`config.mk`:
```
export PLATFORM = sky130hd
export DESIGN_NAME = gray_counter
export DESIGN_NICKNAME = d
export VERILOG_FILES = /design/src/rtl/gray_counter.sv
export SDC_FILE = /design/constraint.sdc
export NUM_CORES = 1
export LEC_CHECK = 0
export ABC_AREA = 1
export BUFFER_PORTS_ARGS = -buffer_cell sky130_fd_sc_hd__buf_4
export CAP_MARGIN = 30
export CORE_AREA = 2 2 39 41
export DETAILED_ROUTE_END_ITERATION = 7
export DIE_AREA = 0 0 41 43
export PLACE_DENSITY = 0.68
export SETUP_SLACK_MARGIN = 0.2
export SYNTH_ARGS = -nofsm -noshare
export SYNTH_HDL_FRONTEND = slang
export SYNTH_SLANG_ARGS = --single-unit
```
`constraint.sdc`:
```
create_clock -name clk -period 2 [get_ports clk]
set_input_delay 0.3 -clock clk [delete_from_list [all_inputs] [get_ports clk]]
set_output_delay 0.3 -clock clk [all_outputs]
set_load 0.05 [all_outputs]
```
`src/rtl/gray_counter.sv`:
```
// Registered binary-to-Gray up/down counter with synchronous load and boundary pulse.
// Define GRAY_CNT_SAT_EN to saturate at the ends instead of wrapping.
module gray_counter #(
    parameter int WIDTH = 4
) (
    input  logic             clk,
    input  logic             rst,
    input  logic             en,
    input  logic             up,
    input  logic             load,
    input  logic [0:WIDTH-1] load_bin,
    output logic [0:WIDTH-1] bin,
    output logic [0:WIDTH-1] gray,
    output logic             wrap
);

    logic [0:WIDTH-1] next_bin;
    logic             next_wrap;
    logic             at_max;
    logic             at_zero;
    logic             at_boundary;

    // Index 0 is the MSB, so a numeric right shift pairs each bit with its upper neighbour.
    function automatic logic [0:WIDTH-1] encode(input logic [0:WIDTH-1] b);
        return b ^ (b >> 1);
    endfunction

    assign at_max      = &bin;
    assign at_zero     = ~|bin;
    assign at_boundary = up ? at_max : at_zero;

    always_comb begin
        next_bin  = bin;
        next_wrap = 1'b0;
        if (load) begin
            next_bin = load_bin;
        end else if (en) begin
            next_wrap = at_boundary;
`ifdef GRAY_CNT_SAT_EN
            if (!at_boundary) begin
                next_bin = up ? bin + 1'b1 : bin - 1'b1;
            end
`else
            next_bin = up ? bin + 1'b1 : bin - 1'b1;
`endif
        end
    end

    // Gray is encoded from next_bin so both outputs move on the same edge.
    always_ff @(posedge clk) begin
        if (rst) begin
            bin  <= '0;
            gray <= '0;
            wrap <= 1'b0;
        end else begin
            bin  <= next_bin;
            gray <= encode(next_bin);
            wrap <= next_wrap;
        end
    end

endmodule

```
Yosys cells after proc, flatten, opt, wreduce, memory -nomap -nowiden
Index checks and enable logic that the tools add are counted.
{ "op_classes": {"bitwise": 2, "reduce_logical": 4, "add_sub_neg": 2, "mux": 4} }
{ "ops": {"columns": ["operator", "n"], "rows": [
  ["$mux 4", 3],
  ["$add 4x1->4 const B", 1],
  ["$reduce_and 4->1", 1],
  ["$reduce_or 4->1", 1],
  ["$sub 4x1->4 const B", 1],
  ["$xor 4x3->4", 1],
  ["$reduce_or 3->1", 1],
  ["$logic_not 1->1", 1],
  ["$mux 1", 1],
  ["$not 1->1", 1]
]} }
{ "totals": {"wordCells": 15, "output_inout_bits": 9, "register_bits": 9} }

Logic depth before layout (Yosys ltp)
{ "depth": {"depth_word": 5, "mapped_depth": 12, "mapped_depth_nobuf": 12} }

Worst setup path before layout
OpenSTA, ideal clock, no wires.
{ "synth_timing": {"kind": "register to register", "start": "register bin[3] in the netlist's numbering", "end": "register gray[3] in the netlist's numbering", "path_stages_with_launch": 7, "path_slack_ns": 0.210, "setup_time_ns": 0.117, "required_ns": 1.883, "synth_period_minus_slack_ns": 1.790, "arrival_time_ns": 1.673, "n_path_buf": 0, "path_cell_list": "dfxtp_1 fa_1 nand2_1 nand3_1 o21ai_2 nor2_2 o22a_1"} }
{ "synth_via": {"elab_chain_cells": 5} }
{ "synth_rtl": {"columns": ["element", "line_no", "rtl"], "rows": [
  ["start, declared", "12", "output logic [0:WIDTH-1] bin,"],
  ["start signal, assigned", "56", "bin <= next_bin;"],
  ["$sub 4x1->4 or $add 4x1->4 (tied branches)", "44", "next_bin = up ? bin + 1'b1 : bin - 1'b1;"],
  ["$mux 4", "44", null],
  ["$mux 4 (*)", "37", "end else if (en) begin"],
  ["$mux 4 (*)", "35", "if (load) begin"],
  ["$xor 4x3->4 (*)", "25", "return b ^ (b >> 1);"],
  ["end signal, assigned", "57", "gray <= encode(next_bin);"],
  ["end, declared", "13", "output logic [0:WIDTH-1] gray,"]
]} }
Every way passes the cells marked *; elsewhere a longest branch is shown, timed or not.
A chain may end at the register's enable or synchronous reset.

Worst setup path in the final report
Ends and elaborated chain as after synthesis.

==> results.py <==
metrics = {
    "global_route": {
        "grt_pass1_wl_um": 1580,
        "first_global_vias": 410,
        "grt.overflow.total": 0,
        "antenna_found_initial": 0,
        "grt_usage_pct": 13.6,
        "grt_max_degree": 8,
    },
    "layout": {
        "multi_input_area_um2": 270,
        "drive_gt1_share_pct": 35.4,
        "num_antenna_cells": 0,
        "final_core_util_pct": 45.3,
        "regArea_um2": 160,
        "fin_cells": 98,
        "nets": 96,
        "fillers": 138,
        "syn_to_final_growth_pct": 35.0,
    },
    "place": {
        "dp_hpwl_um": 790,
        "placedCellCount": 95,
        "io_buffer_count": 17,
        "gp_congestion": 0.713,
    },
    "sta": {
        "worstMarginPinSlew_ps": 248,
        "finClkSkew_ps": 5.77,
        "max_freq_mhz": 663,
        "setup_violations": 0,
        "fin_setup_tns_ps": 0,
        "rsz0062_at_grt": "false",
        "finalCriticalPeriod_ps": 1510,
        "slew_headroom_pct": 83.5,
        "post-route-period-util_pct": 75.4,
        "slew_viol_final": 0,
        "holdWs_ps": 259,
        "hold_violations": 0,
    },
    "routing": {
        "vias": 451,
        "drt_iter0_drc": 12,
        "wl_per_cell_um": 9.62,
        "final_antenna_net_count": 0,
        "dr.pass1.iters": 2,
        "drc": 0,
        "wl_um": 943,
        "via_per_inst": 4.60,
    },
    "worst_hold_path": {
        "hold_end": "bin[3]",
        "min_path_cells": 2,
        "min-delay-start": "rst",
        "hold_class": "in -> reg",
    },
    "worst_setup_path": {
        "cp.required_ps": 2150,
        "worst_setup_path_end_kind": "flip-flop",
        "crit_type": "reg -> reg",
        "reg2reg_depth": 6,
        "start_kind": "flip-flop",
        "arrival_ps": 1650,
        "reg2reg_to": "gray[3]",
        "r2r_setup_slack_ps": 490,
        "reg2reg_from": "bin[3]",
        "cp_max_fo": 6,
    },
    "floorplan": {
        "rows": 14,
        "die-width_um": 41,
        "die_h_um": 43,
        "io_pins": 18,
        "dieArea_um2": 1760,
        "core_area_um2": 1380,
        "start_util_pct": 33.5,
    },
    "synth": {
        "synthFlopType": "dfxtp_1",
        "synth_edf_count": 0,
        "postSynthCellCount": 63,
        "synth_cell_types": 20,
        "synth_seq_cells": 8,
        "ys_async_sr_fraction_pct": 0,
        "synth_area_um2": 464,
        "yosysWarningCount": 0,
        "postSynthAreaPerCell_um2": 7.37,
        "synth_nets": 75,
        "seq_area_frac_synth_pct": 34.5,
    },
    "clocking": {
        "clock_sinks": 8,
        "post-cts-setup-buffer-count": 0,
        "htreeDepth": 1,
        "cts-resized-gates": 0,
        "path_clk_slew_ps": 60,
        "cts_buffers": 3,
        "cts_hold_buf": 0,
        "clockBufferDepth": 2,
        "clk-insertion-delay-late_ps": 250,
        "tritoncts": "built",
        "root_buffer": "clkbuf_4",
    },
    "power_and_ir_drop": {
        "switchingPower_uw": 180,
        "internal_power_uw": 307,
        "netSwitchingFraction_pct": 36.9,
        "comb_power_share_pct": 36.4,
        "ir_worst_vdd_mv": 0.275,
        "p_leak_nw": 0.321,
        "powerDensity_nw_per_um2": 776,
        "clock_power_share_pct": 25.1,
        "p_seq_share_pct": 38.5,
    },
    "run_status": {
        "outcome": "completed",
    },
    "job": {
        "cap_violations": 0,
    },
}
[worst max path at each step]
| stage | start | cells after the start | end |
|---|---|---|---|
| after CTS | bin[3] | 6 | gray[3] |
| after detailed placement | up | 12 | gray[1] |
| after global placement | up | 12 | gray[1] |
| final | bin[3] | 6 | gray[3] |
| after global routing | bin[3] | 9 | gray[1] |
| after floorplan | bin[3] | 6 | gray[3] |
[registers in the layout, indices dropped and copies added, names as in the netlist]
signal  flops
bin         4
gray        3
wrap        1
[power by group through the flow]
stage,Combinational [mW],Clock (mW),Sequential [mW]
global route,0.193,0.134,0.190
floorplan,0.0735,0,0.242
global placement,0.176,0,0.191
detailed placement,0.179,0,0.191
finish,0.177,0.122,0.187
CTS,0.179,0.123,0.188
[routing by layer]
| metal | wire [µm] | vias up | GRT usage, % |
|---|---|---|---|
| met5 | 0 | - | 0 |
| met4 | 0 | 0 | 12.0 |
| met3 | 28 | 0 | 3.14 |
| met2 | 524 | 8 | 21.3 |
| met1 | 389 | 197 | 14.1 |
| li1 | - | 246 | - |
[placed cells by master, fill, tap and decap left out, drive strengths merged, types with 2 or more instances in the layout]
cell / instances
a21oi: 4
inv: 7
nand2: 17
dfxtp: 8
o21ai: 5
ha: 2
buf: 17
clkbuf: 3
nor2: 8
nand3: 4
[synthesized netlist by cell type (2+ instances only)]
| master | count | area share (%) |
|---|---|---|
| ha_1 | 2 | 5.4 |
| nand2_1 | 17 | 14 |
| inv_2 | 2 | 1.6 |
| inv_1 | 5 | 4.0 |
| o21ai_2 | 3 | 5.7 |
| a21oi_1 | 4 | 4.3 |
| nand3_1 | 4 | 4.3 |
| nor2_1 | 4 | 3.2 |
| dfxtp_1 | 8 | 35 |
| nor2_2 | 4 | 5.4 |
[worst max-delay path: stages, from the launching register on]
cell and delay [ps]:
dfxtp_1 440, fa_1 460, nand2_1 80, nand3_1 80, o21ai_2 100, nor2_2 70
o22a_1 170
[cell families (layout without fill, tap and decap cells)]
| logic type | Yosys count | count (layout) | share of synthesized area, % |
|---|---|---|---|
| adders and majority gates | 3 | 3 | 9.70 |
| DFF | 8 | 8 | 34.5 |
| buffers and inverters | 8 | 27 | 7.28 |
| xor gates and xnor gates | 1 | 1 | 1.89 |
| AOI/OAI and AO/OA | 11 | 11 | 15.6 |
| and+or+nand+nor | 32 | 32 | 31.0 |
[cell type report]
| type | instances | area share [%] |
|---|---|---|
| clock buffer | 3 | 3.59 |
| inverter | 7 | 4.19 |
| tap | 16 | 3.19 |
| sequential | 8 | 25.5 |
| timing repair buffer | 17 | 20.4 |
| multi-input combinational | 47 | 43.1 |
[metrics by stage]
step                      power (mW)  setup slack, ps  area (µm²)
after global placement         0.367              380         604
after global routing           0.517              362         627
after floorplan                0.315              210         464
final                          0.486              492         627
after detailed placement       0.369              343         604
after CTS                      0.490              473         627
Note: power is estimated with default switching activity, not from simulation.
